--- config.mk ---
export PLATFORM = sky130hd
export DESIGN_NAME = router_dest_fifo
export DESIGN_NICKNAME = d
export VERILOG_FILES = /design/src/rtl/router_dest_fifo.sv
export SDC_FILE = /design/constraint.sdc
export NUM_CORES = 1
export LEC_CHECK = 0
export CAP_MARGIN = 20
export CORE_MARGIN = 1
export CORE_UTILIZATION = 53
export CTS_BUF_LIST = sky130_fd_sc_hd__clkbuf_8
export DETAILED_ROUTE_END_ITERATION = 7
export PLACE_DENSITY = 0.75
export SETUP_SLACK_MARGIN = 0.5
export SKIP_CTS_REPAIR_TIMING = 1
export SLEW_MARGIN = 20
export SYNTH_ARGS = -nofsm -noshare
export SYNTH_HDL_FRONTEND = slang
export SYNTH_SLANG_ARGS = --single-unit
export TNS_END_PERCENT = 1
--- constraint.sdc ---
create_clock -name clock -period 6.2 [get_ports clock]
set_clock_uncertainty 0.05 [all_clocks]
set_input_delay 1.86 -clock clock [delete_from_list [all_inputs] [get_ports clock]]
set_output_delay 1.86 -clock clock [all_outputs]
set_load 0.01 [all_outputs]
--- src/rtl/router_dest_fifo.sv ---
// rtl/router_dest_fifo.sv - destination byte FIFO with packet tracking and unread-timeout flush
module router_dest_fifo #(
    parameter int DATA_W  = 8,
    parameter int DEPTH   = 16,
    parameter int TIMEOUT = 30
) (
    input  logic              clock,
    input  logic              reset,
    input  logic              write_enb,
    input  logic              lfd_state,
    input  logic [DATA_W-1:0] data_in,
    input  logic              read_enb,
    output logic [DATA_W-1:0] data_out,
    output logic              valid_out,
    output logic              full,
    output logic              empty,
    output logic              soft_reset,
    output logic              pkt_done
);

    localparam int AW = $clog2(DEPTH);
    localparam int TW = $clog2(TIMEOUT);
    localparam int RW = DATA_W - 1;

    localparam logic [AW:0]   CNT_FULL = (AW+1)'(DEPTH);
    localparam logic [AW:0]   CNT_ONE  = (AW+1)'(1);
    localparam logic [AW-1:0] PTR_ONE  = AW'(1);
    localparam logic [TW-1:0] TMO_ONE  = TW'(1);
    localparam logic [TW-1:0] TMO_LAST = TW'(TIMEOUT - 1);
    localparam logic [RW-1:0] REM_ONE  = RW'(1);

    typedef enum logic {
        RD_IDLE,
        RD_PKT
    } rd_state_e;

    // Each entry carries the header flag alongside the byte.
    logic [DATA_W:0]   mem_q [DEPTH];

    logic [AW-1:0]     wr_ptr_q, wr_ptr_d;
    logic [AW-1:0]     rd_ptr_q, rd_ptr_d;
    logic [AW:0]       count_q, count_d;
    logic [TW-1:0]     tmo_q, tmo_d;
    logic [RW-1:0]     pkt_rem_q, pkt_rem_d;
    rd_state_e         state_q, state_d;
    logic [DATA_W-1:0] data_out_q, data_out_d;
    logic              soft_reset_q, soft_reset_d;
    logic              pkt_done_q, pkt_done_d;

    logic              push, pop, wr_fire, tmo_cond, flush;
    logic [DATA_W:0]   rd_entry;
    logic [DATA_W-3:0] rd_len;

    assign empty      = (count_q == '0);
    assign full       = (count_q == CNT_FULL);
    assign valid_out  = ~empty;
    assign data_out   = data_out_q;
    assign soft_reset = soft_reset_q;
    assign pkt_done   = pkt_done_q;

    assign push     = write_enb & ~full;
    assign pop      = read_enb & ~empty;
    assign tmo_cond = valid_out & ~read_enb;
    assign flush    = tmo_cond & (tmo_q == TMO_LAST);
    assign wr_fire  = push & ~flush;
    assign rd_entry = mem_q[rd_ptr_q];
    assign rd_len   = rd_entry[DATA_W-1:2];

    always_comb begin
        wr_ptr_d     = wr_ptr_q;
        rd_ptr_d     = rd_ptr_q;
        count_d      = count_q;
        pkt_rem_d    = pkt_rem_q;
        state_d      = state_q;
        data_out_d   = data_out_q;
        soft_reset_d = 1'b0;
        pkt_done_d   = 1'b0;
        tmo_d        = tmo_cond ? (tmo_q + TMO_ONE) : '0;

        if (flush) begin
            // Flush drops any push or pop presented in the same cycle.
            wr_ptr_d     = '0;
            rd_ptr_d     = '0;
            count_d      = '0;
            pkt_rem_d    = '0;
            state_d      = RD_IDLE;
            data_out_d   = '0;
            tmo_d        = '0;
            soft_reset_d = 1'b1;
        end else begin
            if (push) begin
                wr_ptr_d = wr_ptr_q + PTR_ONE;
            end
            if (pop) begin
                rd_ptr_d   = rd_ptr_q + PTR_ONE;
                data_out_d = rd_entry[DATA_W-1:0];
            end
            case ({push, pop})
                2'b10:   count_d = count_q + CNT_ONE;
                2'b01:   count_d = count_q - CNT_ONE;
                default: count_d = count_q;
            endcase

            if (pop) begin
                if (rd_entry[DATA_W]) begin
                    // A header always (re)starts a packet: payload length plus parity.
                    state_d   = RD_PKT;
                    pkt_rem_d = RW'(rd_len) + REM_ONE;
                end else if (state_q == RD_PKT) begin
                    if (pkt_rem_q == REM_ONE) begin
                        state_d    = RD_IDLE;
                        pkt_rem_d  = '0;
                        pkt_done_d = 1'b1;
                    end else begin
                        pkt_rem_d = pkt_rem_q - REM_ONE;
                    end
                end
            end
        end
    end

    always_ff @(posedge clock) begin
        if (reset) begin
            wr_ptr_q     <= '0;
            rd_ptr_q     <= '0;
            count_q      <= '0;
            tmo_q        <= '0;
            pkt_rem_q    <= '0;
            state_q      <= RD_IDLE;
            data_out_q   <= '0;
            soft_reset_q <= 1'b0;
            pkt_done_q   <= 1'b0;
        end else begin
            wr_ptr_q     <= wr_ptr_d;
            rd_ptr_q     <= rd_ptr_d;
            count_q      <= count_d;
            tmo_q        <= tmo_d;
            pkt_rem_q    <= pkt_rem_d;
            state_q      <= state_d;
            data_out_q   <= data_out_d;
            soft_reset_q <= soft_reset_d;
            pkt_done_q   <= pkt_done_d;
        end
    end

    always_ff @(posedge clock) begin
        if (wr_fire) begin
            mem_q[wr_ptr_q] <= {lfd_state, data_in};
        end
    end

endmodule

Word-level counts from Yosys, hierarchy flattened:

Memories as Yosys holds them, arrays and structs flattened. A register that Yosys moved wholly into a read port is not among the register bits.
Index checks and enable logic that the tools add are counted.

* word-level logic and storage cells: 54
* memory bits (writable): 144
* memories: 1
* flip-flop bits (word level): 36
* output and inout port bits: 13

Memory list
* mem_q: depth 16, bits a word 9, read ports 1, clocked after memory_dff 1, write ports 1, line 38 `logic [DATA_W:0] mem_q [DEPTH];`

* equality and inequality tests: 5
* add/sub/neg operators: 7
* muxes and demuxes: 13
* bitwise logic cells: 12
* reductions and logical operators: 7

Operators with widths (number)
* $mux W7: 3
* $add A5 B1 Y5 const B: 2
* $eq A5 B5 Y1 const B: 2
* $pmux W5 S2: 1
* $add A4 B1 Y4 const B: 2
* $mux W4: 2
* $add A6 B1 Y7 const B: 1
* $eq A7 B1 Y1 const B: 1
* $mux W1: 7
* $not A1 Y1: 7
* $sub A7 B1 Y7 const B: 1
* $and A1 B1 Y1: 5
* $logic_not A5 Y1: 1
* $reduce_or A5 Y1: 1
* $sub A5 B1 Y5 const B: 1
* $reduce_bool A2 Y1: 2
* $reduce_or A3 Y1: 1
* $eq A2 B1 Y1 const B: 1
* $eq A2 B2 Y1 const B: 1
* $reduce_and A2 Y1: 1
* $reduce_or A2 Y1: 1

Logic depth before layout (Yosys ltp):

* depth after elaboration: 8
* mapped depth: 14
* depth with buffers taken out: 13

Least setup slack after synthesis:

No wires, ideal clock.

* path kind: input to register
* start: input read_enb
* end: register count_q[4]
* library setup time: 0.128 ns
* data required time: 6.022 ns
* setup slack: 1.990 ns
* stages: 14
* arrival: 4.032 ns
* buffers on the path: 2
* cells stage by stage: inv_1 a21o_1 buf_2 clkinv_1 clkbuf_1 ha_1 inv_1 fa_1 nor2b_1 o21ai_0 and3_1 nor3_1 xnor2_1 nor2_1

* elaborated cells between the ends (all ways): 9
* those cells by class: eq/ne (2); mux (1); bitwise (4); reduce/logical (2)

RTL lines
* start, declared: line 12 `input logic read_enb,`
* $and A1 B1 Y1 *: line 62 `assign pop = read_enb & ~empty;`
* via pop: line 50 `logic push, pop, wr_fire, tmo_cond, flush;`
* $eq A2 B1 Y1 / $eq A2 B2 Y1 (equally long branches): line 98 `case ({push, pop})`
* $pmux W5 S2 / $reduce_bool A2 Y1 (equally long branches)
* end signal, assigned: line 136 `count_q <= count_d;`
* end, declared: line 42 `logic [AW:0] count_q, count_d;`

Mark *: on every way through the listed nets, which the timed path passes. The rest lies on a longest branch.
A chain may end at the register's enable or synchronous reset.

Worst setup path in the final report:

* start: input read_enb
* end: register count_q[4]

* cells in the longest elaborated chain, start to end: 4
* elaborated cells between the ends (all ways): 9
* those cells by class: eq/ne (2); mux (1); bitwise (4); reduce/logical (2)

RTL lines
* branches (longest 4 deep; another with $pmux W5 S2)

Several ways; the timed one is not identified.

==> qor.csv <==
metric,value,unit
status,completed,
Max IR drop VDD,0.000212,V
Worst Path Arrival,5140,ps
die area,14800,µm²
Sequential Power Share,47.7,%
number of DRC markers in iteration 0,383,
First-pass DRT Iterations,5,
Setup crit start kind,input port,
vias,4120,
grt ovf,0,
pin count of the biggest net entering global routing,37,
Worst Tran Pin Value,1100,ps
library cells used by synthesis,50,
number of I/O port buffers,25,
synthesized cell area,7600,µm²
ys async rst share,0,%
switching pwr,1.00,mW
syn avg cell area,16.0,µm²
setup_tns,0,ps
CTS max path bufs,2,
Critical Path End Type,register,
WS Path Type,input port to register,
design area,8350,µm²
GRT Total Usage,21.5,%
post-layout util,59.9,%
Mapped Nets,503,
global-route wire length before repair,22600,µm
via/cell ratio,5.92,
filler cell count,1016,
worst hold slack,410,ps
H-tree Lvls,4,
ANT cells,0,
clock-pin slew on the worst setup and hold paths,90,ps
Period minus WS final,4860,ps
I/O pins,26,
# DRC,0,
Switching Fraction,31.8,%
top cell type's share of synthesized area,56.9,%
Commonest cells post-synth,"edfxtp_1 (144), nor2_1 (45), dfxtp_1 (40), nand2_1 (35), a21oi_1 (26)",
Max transition margin,26.1,%
CTS Buf Count,17,
largest family of logic cells by synthesized area,multiplexers,
final hold vios,0,
Area after DPL,7960,µm²
Final nets,531,
XOR/XNOR Fraction of Synth Area,1.84,%
initial antenna violation count,0,
internal power,2.15,mW
CTS tree,done,
leakage,2.72,nW
Initial Utilization,54.5,%
highest achievable clock rate,206,MHz
HP Class,register to register,
"Req. time, crit path",6480,ps
footprint of the multi-input gates,2280,µm²
Final Max Slew Viols,0,
Yosys warnings,0,
Post-Synth Adder-Cell Area,2.57,%
Die Width,122,µm
num rows,43,
final setup fails,0,
chip height,122,µm
Post-synth EDFFs,144,
final cycle utilization of the critical path,78.3,%
Placer Congestion,0.854,
post-synthesis compound-gate area fraction,4.36,%
layout cells sized above 1,12.0,%
sequential element share of the synthesized area,67.4,%
ANT nets after route,0,
post-synthesis register bit count,184,
mux cell area share after synthesis,13.6,%
Avg WL per Cell,21.0,µm
ranking of synthesized cells by area,"edfxtp_1 (57%), dfxtp_1 (11%), mux4_1 (8.0%)",
P&R area growth vs syn,9.93,%
placed wire-length estimate,9260,µm
total wire length,14600,µm
most frequent cell after synthesis,edfxtp_1,
pwr dens,377,nW/µm²
core area,13900,µm²
Max Cap Viol,0,
crit-path max FO,18,
total power,3.15,mW
unrepaired setup endpoints after global routing,false,
vias in the first global route,4113,
CTS Sinks,184,
Clk network pwr share,24.9,%
CTS root buffer,clkbuf_8,
"Primary FF master, synth",edfxtp_1,
logic gate share of total power,27.4,%
later-pin clock latency in the skew report,470,ps
Seq. cell area,5130,µm²
post-synth top area cell,edfxtp_1,
Post-Synth Simple-Gate Area,7.44,%
R2R setup slack,2160,ps
Gate Count Post-Synth,475,
-- sequential cells by signal, summed over array words and instances, names as in the netlist, named ones only --
name,cells
pkt_rem_q,7
state_q,1
mem_q,144
count_q,5
pkt_done,1
rd_ptr_q,4
data_out,8
soft_reset,1
tmo_q,5
wr_ptr_q,4
-- critical path, stage by stage --
cell,delay [ps]
clkdlybuf4s50_1,440
inv_1,90
a21o_1,460
clkinv_1,600
ha_1,450
ha_1,330
nor2b_1,150
o21ai_0,220
a21oi_1,120
nor3_1,220
xnor2_1,140
nor2_1,50
-- worst paths after layout --
| kind | start | depth (start not counted) | endpoint |
|---|---|---|---|
| setup / recovery | read_enb | 12 | count_q[4] |
| hold / removal | data_out[0] | 2 | data_out[0] |
| setup reg to reg | count_q[0] | 11 | count_q[4] |
| hold reg to reg | data_out[0] | 2 | data_out[0] |
-- kinds of logic after synthesis --
| logic type | Yosys count |
|---|---|
| xor gates and xnor gates | 16 |
| AOI/OAI and AO/OA | 54 |
| adders and majority gates | 15 |
| DFF | 184 |
| muxes | 45 |
| and+or+nand+nor | 125 |
| buffers and inverters | 36 |
-- through the flow --
step                      instances  setup WS, ps
after floorplan                 475          1990
after global placement          664          1100
after detailed placement        664           906
after CTS                       696          1400
after global routing            696          1020
final                           696          1340
-- layout by cell type (no fill, tap or decap), types with 3 or more instances in the layout --
master / count
a21oi_1: 26
a22oi_1: 9
clkbuf_8: 17
clkdlybuf4s50_1: 25
clkinv_1: 4
clkinv_4: 3
dfxtp_1: 39
edfxtp_1: 144
ha_1: 14
inv_1: 16
inv_6: 3
inv_8: 5
mux2i_1: 3
mux4_1: 23
mux4_2: 16
nand2_1: 35
nand3_1: 13
nand4_1: 3
nor2_1: 39
nor2_2: 6
nor2b_1: 4
nor3_1: 7
nor4_1: 3
o21ai_0: 5
or3_1: 3
xnor2_1: 5
xor2_1: 11
-- final cells by class --
cell class,count,area share [%]
Timing Repair Buffer,27,3.18
Inverter,18,0.809
Clock buffer,17,2.80
Tap cell,180,2.70
Multi-Input combinational cell,255,27.3
Clock inverter,15,1.84
Sequential cell,184,61.4
-- power by group through the flow --
stage / combinational [mW] / clock, mW / sequential, mW
floorplan: 0.678 / 0 / 1.50
global placement: 0.825 / 0 / 1.52
detailed placement: 0.853 / 0 / 1.53
CTS: 0.855 / 0.798 / 1.50
global route: 0.945 / 0.845 / 1.51
finish: 0.862 / 0.785 / 1.50
-- per-layer routing --
metal | vias up | track usage [%] | routed length (µm)
met4 | 0 | 8.33 | 243
li1 | 1889 | - | -
met2 | 128 | 36.0 | 7410
met5 | - | 0 | 0
met1 | 2083 | 27.8 | 6190
met3 | 20 | 4.35 | 747
No activity file was read; power rests on OpenSTA's default activity.
